## config.mk

```make
export PLATFORM = sky130hd
export DESIGN_NAME = fft_input_loader
export DESIGN_NICKNAME = d
export VERILOG_FILES = /design/src/rtl/fft_pkg.sv /design/src/rtl/bit_reverse.sv /design/src/rtl/fft_input_loader.sv
export SDC_FILE = /design/constraint.sdc
export NUM_CORES = 1
export LEC_CHECK = 0
export CAP_MARGIN = 0
export CORE_MARGIN = 4
export CORE_UTILIZATION = 40
export DETAILED_ROUTE_END_ITERATION = 6
export PLACE_DENSITY = 0.75
export SLEW_MARGIN = 25
export SYNTH_ARGS = -nofsm -noshare
export SYNTH_HDL_FRONTEND = slang
export SYNTH_SLANG_ARGS = --single-unit
```

## constraint.sdc

```tcl
create_clock -name i_clk -period 2.55 [get_ports i_clk]
set_input_delay 0.51 -clock i_clk [delete_from_list [all_inputs] [get_ports i_clk]]
set_output_delay 0.51 -clock i_clk [all_outputs]
set_load 0.05 [all_outputs]
```

## src/rtl/fft_pkg.sv

```systemverilog
// Shared FFT definitions: frame geometry, complex sample type, loader FSM states
// and a reference bit-reversal helper.
package fft_pkg;

    localparam int LOG2N = 9;
    localparam int N     = 1 << LOG2N;
    localparam int W     = 16;

    typedef struct packed {
        logic signed [W-1:0] re;
        logic signed [W-1:0] im;
    } cplx_t;

    typedef enum logic [2:0] {
        ST_IDLE,
        ST_LOAD,
        ST_START,
        ST_WAIT_HI,
        ST_WAIT_LO
    } ld_state_e;

    function automatic logic [LOG2N-1:0] bitrev(input logic [LOG2N-1:0] idx);
        logic [LOG2N-1:0] r;
        r = '0;
        for (int b = 0; b < LOG2N; b++) begin
            r[b] = idx[LOG2N-1-b];
        end
        return r;
    endfunction

endpackage

```

## src/rtl/bit_reverse.sv

```systemverilog
// Combinational bit reversal of a LOG2N-bit sample index.
module bit_reverse #(
    parameter int LOG2N = 9
) (
    input  logic [LOG2N-1:0] i_idx,
    output logic [LOG2N-1:0] o_rev
);

    always_comb begin
        o_rev = '0;
        for (int b = 0; b < LOG2N; b++) begin
            o_rev[b] = i_idx[LOG2N-1-b];
        end
    end

endmodule

```

## src/rtl/fft_input_loader.sv

```systemverilog
// FFT front end: accepts complex samples, pre-scales them and writes them into the
// ping-pong input banks in bit-reversed order, then kicks off the FFT.
//
// state      | meaning
// -----------+--------------------------------------------------------------
// ST_IDLE    | ready, no frame in progress
// ST_LOAD    | ready, counting samples of the current frame
// ST_START   | frame complete, o_start visible for one enabled cycle
// ST_WAIT_HI | waiting for the FFT control to report busy
// ST_WAIT_LO | waiting for the FFT control to go idle again
module fft_input_loader #(
    parameter int LOG2N = fft_pkg::LOG2N,
    parameter int W     = fft_pkg::W,
    parameter int SHIFT = 1
) (
    input  logic                 i_clk,
    input  logic                 i_rst_n,
    input  logic                 i_en,
    input  logic                 i_valid,
    output logic                 o_ready,
    input  logic [0:1][W-1:0]    i_data,
    input  logic                 i_last,
    output logic [1:0]           o_wr_en,
    output logic [LOG2N-1:0]     o_wr_addr,
    output logic [0:1][W-1:0]    o_wr_data,
    output logic                 o_start,
    input  logic                 i_fft_active,
    output logic                 o_err,
    output logic                 o_busy
);

    import fft_pkg::*;

    localparam logic [LOG2N-1:0] IDX_LAST = '1;

    ld_state_e        state, state_nxt;
    logic [LOG2N-1:0] n_q, n_nxt;
    logic [LOG2N-1:0] rev;
    logic             acc;
    logic             rdy_q;
    logic             wr_q, wr_nxt;
    logic             start_q, start_nxt;
    logic             err_q, err_nxt;
    logic             bank_q;
    logic [LOG2N-1:0] addr_q;
    logic [0:1][W-1:0] data_q;
    logic signed [W-1:0] re_s, im_s;

    bit_reverse #(.LOG2N(LOG2N)) u_bit_reverse (
        .i_idx (n_q),
        .o_rev (rev)
    );

    assign re_s = $signed(i_data[0]) >>> SHIFT;
    assign im_s = $signed(i_data[1]) >>> SHIFT;

    // rdy_q keeps o_ready low while reset is asserted even though state is IDLE
    assign o_ready = rdy_q && ((state == ST_IDLE) || (state == ST_LOAD));
    assign acc     = i_valid && o_ready && i_en;

    always_comb begin
        state_nxt = state;
        n_nxt     = n_q;
        wr_nxt    = 1'b0;
        start_nxt = 1'b0;
        err_nxt   = 1'b0;
        case (state)
            ST_IDLE, ST_LOAD: begin
                if (acc) begin
                    wr_nxt = 1'b1;
                    if (n_q == IDX_LAST) begin
                        state_nxt = ST_START;
                        n_nxt     = '0;
                        start_nxt = 1'b1;
                        err_nxt   = !i_last;
                    end else if (i_last) begin
                        state_nxt = ST_LOAD;
                        n_nxt     = '0;
                        err_nxt   = 1'b1;
                    end else begin
                        state_nxt = ST_LOAD;
                        n_nxt     = n_q + 1'b1;
                    end
                end
            end
            ST_START:   state_nxt = ST_WAIT_HI;
            ST_WAIT_HI: if (i_fft_active)  state_nxt = ST_WAIT_LO;
            ST_WAIT_LO: if (!i_fft_active) state_nxt = ST_IDLE;
            default:    state_nxt = ST_IDLE;
        endcase
    end

    always_ff @(posedge i_clk or negedge i_rst_n) begin
        if (!i_rst_n) begin
            state   <= ST_IDLE;
            n_q     <= '0;
            rdy_q   <= 1'b0;
            wr_q    <= 1'b0;
            start_q <= 1'b0;
            err_q   <= 1'b0;
        end else begin
            rdy_q <= 1'b1;
            if (i_en) begin
                state   <= state_nxt;
                n_q     <= n_nxt;
                wr_q    <= wr_nxt;
                start_q <= start_nxt;
                err_q   <= err_nxt;
            end
        end
    end

    always_ff @(posedge i_clk or negedge i_rst_n) begin
        if (!i_rst_n) begin
            bank_q <= 1'b0;
            addr_q <= '0;
            data_q <= '0;
        end else if (acc) begin
            bank_q <= rev[0];
            addr_q <= {1'b0, rev[LOG2N-1:1]};
            data_q <= {re_s, im_s};
        end
    end

    // Pulse registers hold while disabled and only show on an enabled cycle,
    // so a stalled write/start/err is delayed rather than lost or repeated.
    assign o_wr_en   = (wr_q && i_en) ? (bank_q ? 2'b10 : 2'b01) : 2'b00;
    assign o_wr_addr = addr_q;
    assign o_wr_data = data_q;
    assign o_start   = start_q && i_en;
    assign o_err     = err_q && i_en;
    assign o_busy    = (state != ST_IDLE);

endmodule
```

==> flow_summary.json <==
{
  "synth_edf_count": 0,
  "clock-sinks": 55,
  "cts_tree": "done",
  "yosys.area.top_type": "dfrtp_1",
  "peakVddDrop_v": 0.000410,
  "port_buffers": 81,
  "first_pass_iters": 4,
  "cp-end-kind": "output port",
  "synth_commonest_cells": "nand2_1, dfrtp_1, o21ai_1, nand3_1, nor2_1",
  "ant_nets": 0,
  "synth_cells": 263,
  "grt_pass1_vias": 2018,
  "hpwlAfterDp_um": 3750,
  "status": "completed",
  "worstPathRequired_ns": 2.04,
  "globalplace.congestion": 0.735,
  "maxSlewHeadroom_pct": 64.9,
  "synthTopCellsByArea": "dfrtp_1, nand2_1, o21ai_1",
  "ys_async_sr_fraction_pct": 100,
  "antenna_found_initial": 0,
  "synth_fp_nets": 303,
  "ys_ff_latch": 55,
  "max_freq_mhz": 409,
  "stdcell_area_sq_um": 3370,
  "power.density_nw_per_um2": 703,
  "crit_path_start_kind": "flop",
  "final_max_slew_viol_count": 0,
  "hold_path_class": "primary input to asynchronous set/reset pin",
  "synth_top_cell_area_share_pct": 57.8,
  "post_cts_buffers": 0,
  "min_period_ns": 2.45,
  "fill_cells": 528,
  "finClkSkew_ns": 0.00951,
  "synth_most_common_cell": "nand2_1",
  "synthDistinctLibCells": 35,
  "initial_core_util_pct": 42.2,
  "timing.critical_path.fanout_max": 10,
  "drv_cap": 0,
  "die_y_um": 85.2,
  "nets": 382,
  "core_area_sq_um": 5640,
  "route.detailed.drc": 0,
  "root_buffer": "clkbuf_8",
  "ios": 85,
  "seq_area_frac_synth_pct": 57.8,
  "hold_buffers": 0,
  "grt_max_degree": 49,
  "die_width_um": 85.2,
  "cts-htree-levels": 2,
  "synth_area_sq_um": 2380,
  "grt_pass1_wl_um": 9200,
  "clk_pin_slew_ns": 0.09,
  "arrival_ns": 1.94,
  "avgSynthCellArea_sq_um": 9.05,
  "drive_gt1_share_pct": 7.58,
  "rsz0062_at_grt": "false",
  "clock_latency_ns": 0.31,
  "worstMarginPinSlew_ns": 0.525,
  "finalHoldViolations": 0,
  "numCtsBuffers": 5,
  "grt_use_total_pct": 15.5,
  "rows": 27,
  "num_vias": 1995,
  "area_growth_pct": 41.6,
  "yosys_warnings": 0,
  "grt_overflow": 0,
  "fin_crit_sh_pct": 96.0,
  "dpl_cell_area_sq_um": 3250,
  "finalWirelength_um": 5240,
  "finalSetupTns_ns": 0,
  "insertedDiodeCount": 0,
  "setup_viol": 0,
  "leakagePower_nw": 1.66,
  "cts_max_path_buffers": 2,
  "cts-resized-gates": 0,
  "crit_type": "flop to output port",
  "viasPerCell": 4.81,
  "synth_flop_cell": "dfrtp_1",
  "wl_per_cell_um": 12.6,
  "first_iter_violations": 105,
  "die-area_sq_um": 7250
}
==> placed cells by master (no fill, tap or decap), types with 3 or more instances in the layout <==
| cell type | instances |
|---|---|
| buf_12 | 4 |
| clkbuf_8 | 6 |
| nand2_1 | 130 |
| nand3_1 | 7 |
| a22o_1 | 3 |
| clkdlybuf4s50_1 | 76 |
| and2_1 | 4 |
| buf_4 | 7 |
| o21ai_1 | 9 |
| nor2_1 | 7 |
| o31ai_1 | 4 |
| dfrtp_1 | 55 |
==> layout make-up <==
type	instances	area (sq um)	area share, %
multi-input combinational	190	882	26.2
inverter	2	7.51	0.223
tap	72	90.1	2.67
sequential	55	1380	40.8
clock inverter	2	35.0	1.04
timing repair buffer	88	898	26.6
clock buffer	6	82.6	2.45
==> worst max-delay path, stage by stage (launching register included) <==
cell             delay [ns]
dfrtp_1                0.52
nor2_2                 0.19
and2_1                 0.14
clkdlybuf4s50_1        0.79
==> kinds of logic (layout without fill, tap and decap cells) <==
group | Yosys count | count (layout) | synth area share [%]
and+or+nand+nor | 159 | 159 | 27.9
DFF | 55 | 55 | 57.8
adders and majority gates | 2 | 2 | 1.05
buffers and inverters | 18 | 98 | 5.15
AOI/OAI and AO/OA | 26 | 26 | 7.46
xor gates and xnor gates | 1 | 1 | 0.368
other | 2 | 2 | 0.315
==> path summary, 6_finish.rpt <==
path	start	to	cells past startpoint	slack, ns
min reg2reg	o_wr_data[8]$_DFFE_PN0N_	o_wr_data[8]$_DFFE_PN0N_	2	0.48
min in group i_clk	o_wr_data[8]$_DFFE_PN0N_	o_wr_data[8]$_DFFE_PN0N_	2	0.48
max reg2reg	n_q[3]$_DFFE_PN0P_	n_q[5]$_DFFE_PN0P_	7	0.59
max in group asynchronous	i_rst_n	n_q[4]$_DFFE_PN0P_	2	1.91
min	i_rst_n	err_q$_DFFE_PN0P_	1	0.07
max	state[1]$_DFFE_PN0P_	o_ready	3	0.10
==> flip-flops by register name, indices dropped and copies added (netlist names) <==
signal,cells
n_q,9
o_wr_data,30
err_q,1
state,3
o_wr_addr,8
rdy_q,1
wr_q,1
start_q,1
bank_q,1
==> power by group <==
| part | internal [mW] | switching, mW |
|---|---|---|
| sequential | 0.969 | 0.0588 |
| clock | 0.318 | 0.271 |
| combinational | 0.260 | 0.495 |
| total | 1.55 | 0.825 |
==> per-layer routing <==
| metal | share of wire [%] | wire length, um | track usage [%] |
|---|---|---|---|
| met5 | 0 | 0 | 0 |
| met4 | 0.92 | 48 | 4.60 |
| met3 | 9.7 | 510 | 6.70 |
| met2 | 46 | 2390 | 24.8 |
| met1 | 44 | 2290 | 19.1 |
==> through the flow <==
step	worst slack [ns]	total power, mW	hold WS (ns)	instances	util (%)
final	0.103	2.37	0.0654	415	59.8
after global routing	0.0170	2.50	0.0620	415	59.8
after CTS	0.0785	2.40	0.0559	415	59.8
after detailed placement	0.343	1.81	0.394	407	57.7
after global placement	0.367	1.79	0.388	407	57.7
after floorplan	0.683	1.51	0.214	263	-
Power figures use the tool's default switching activity.
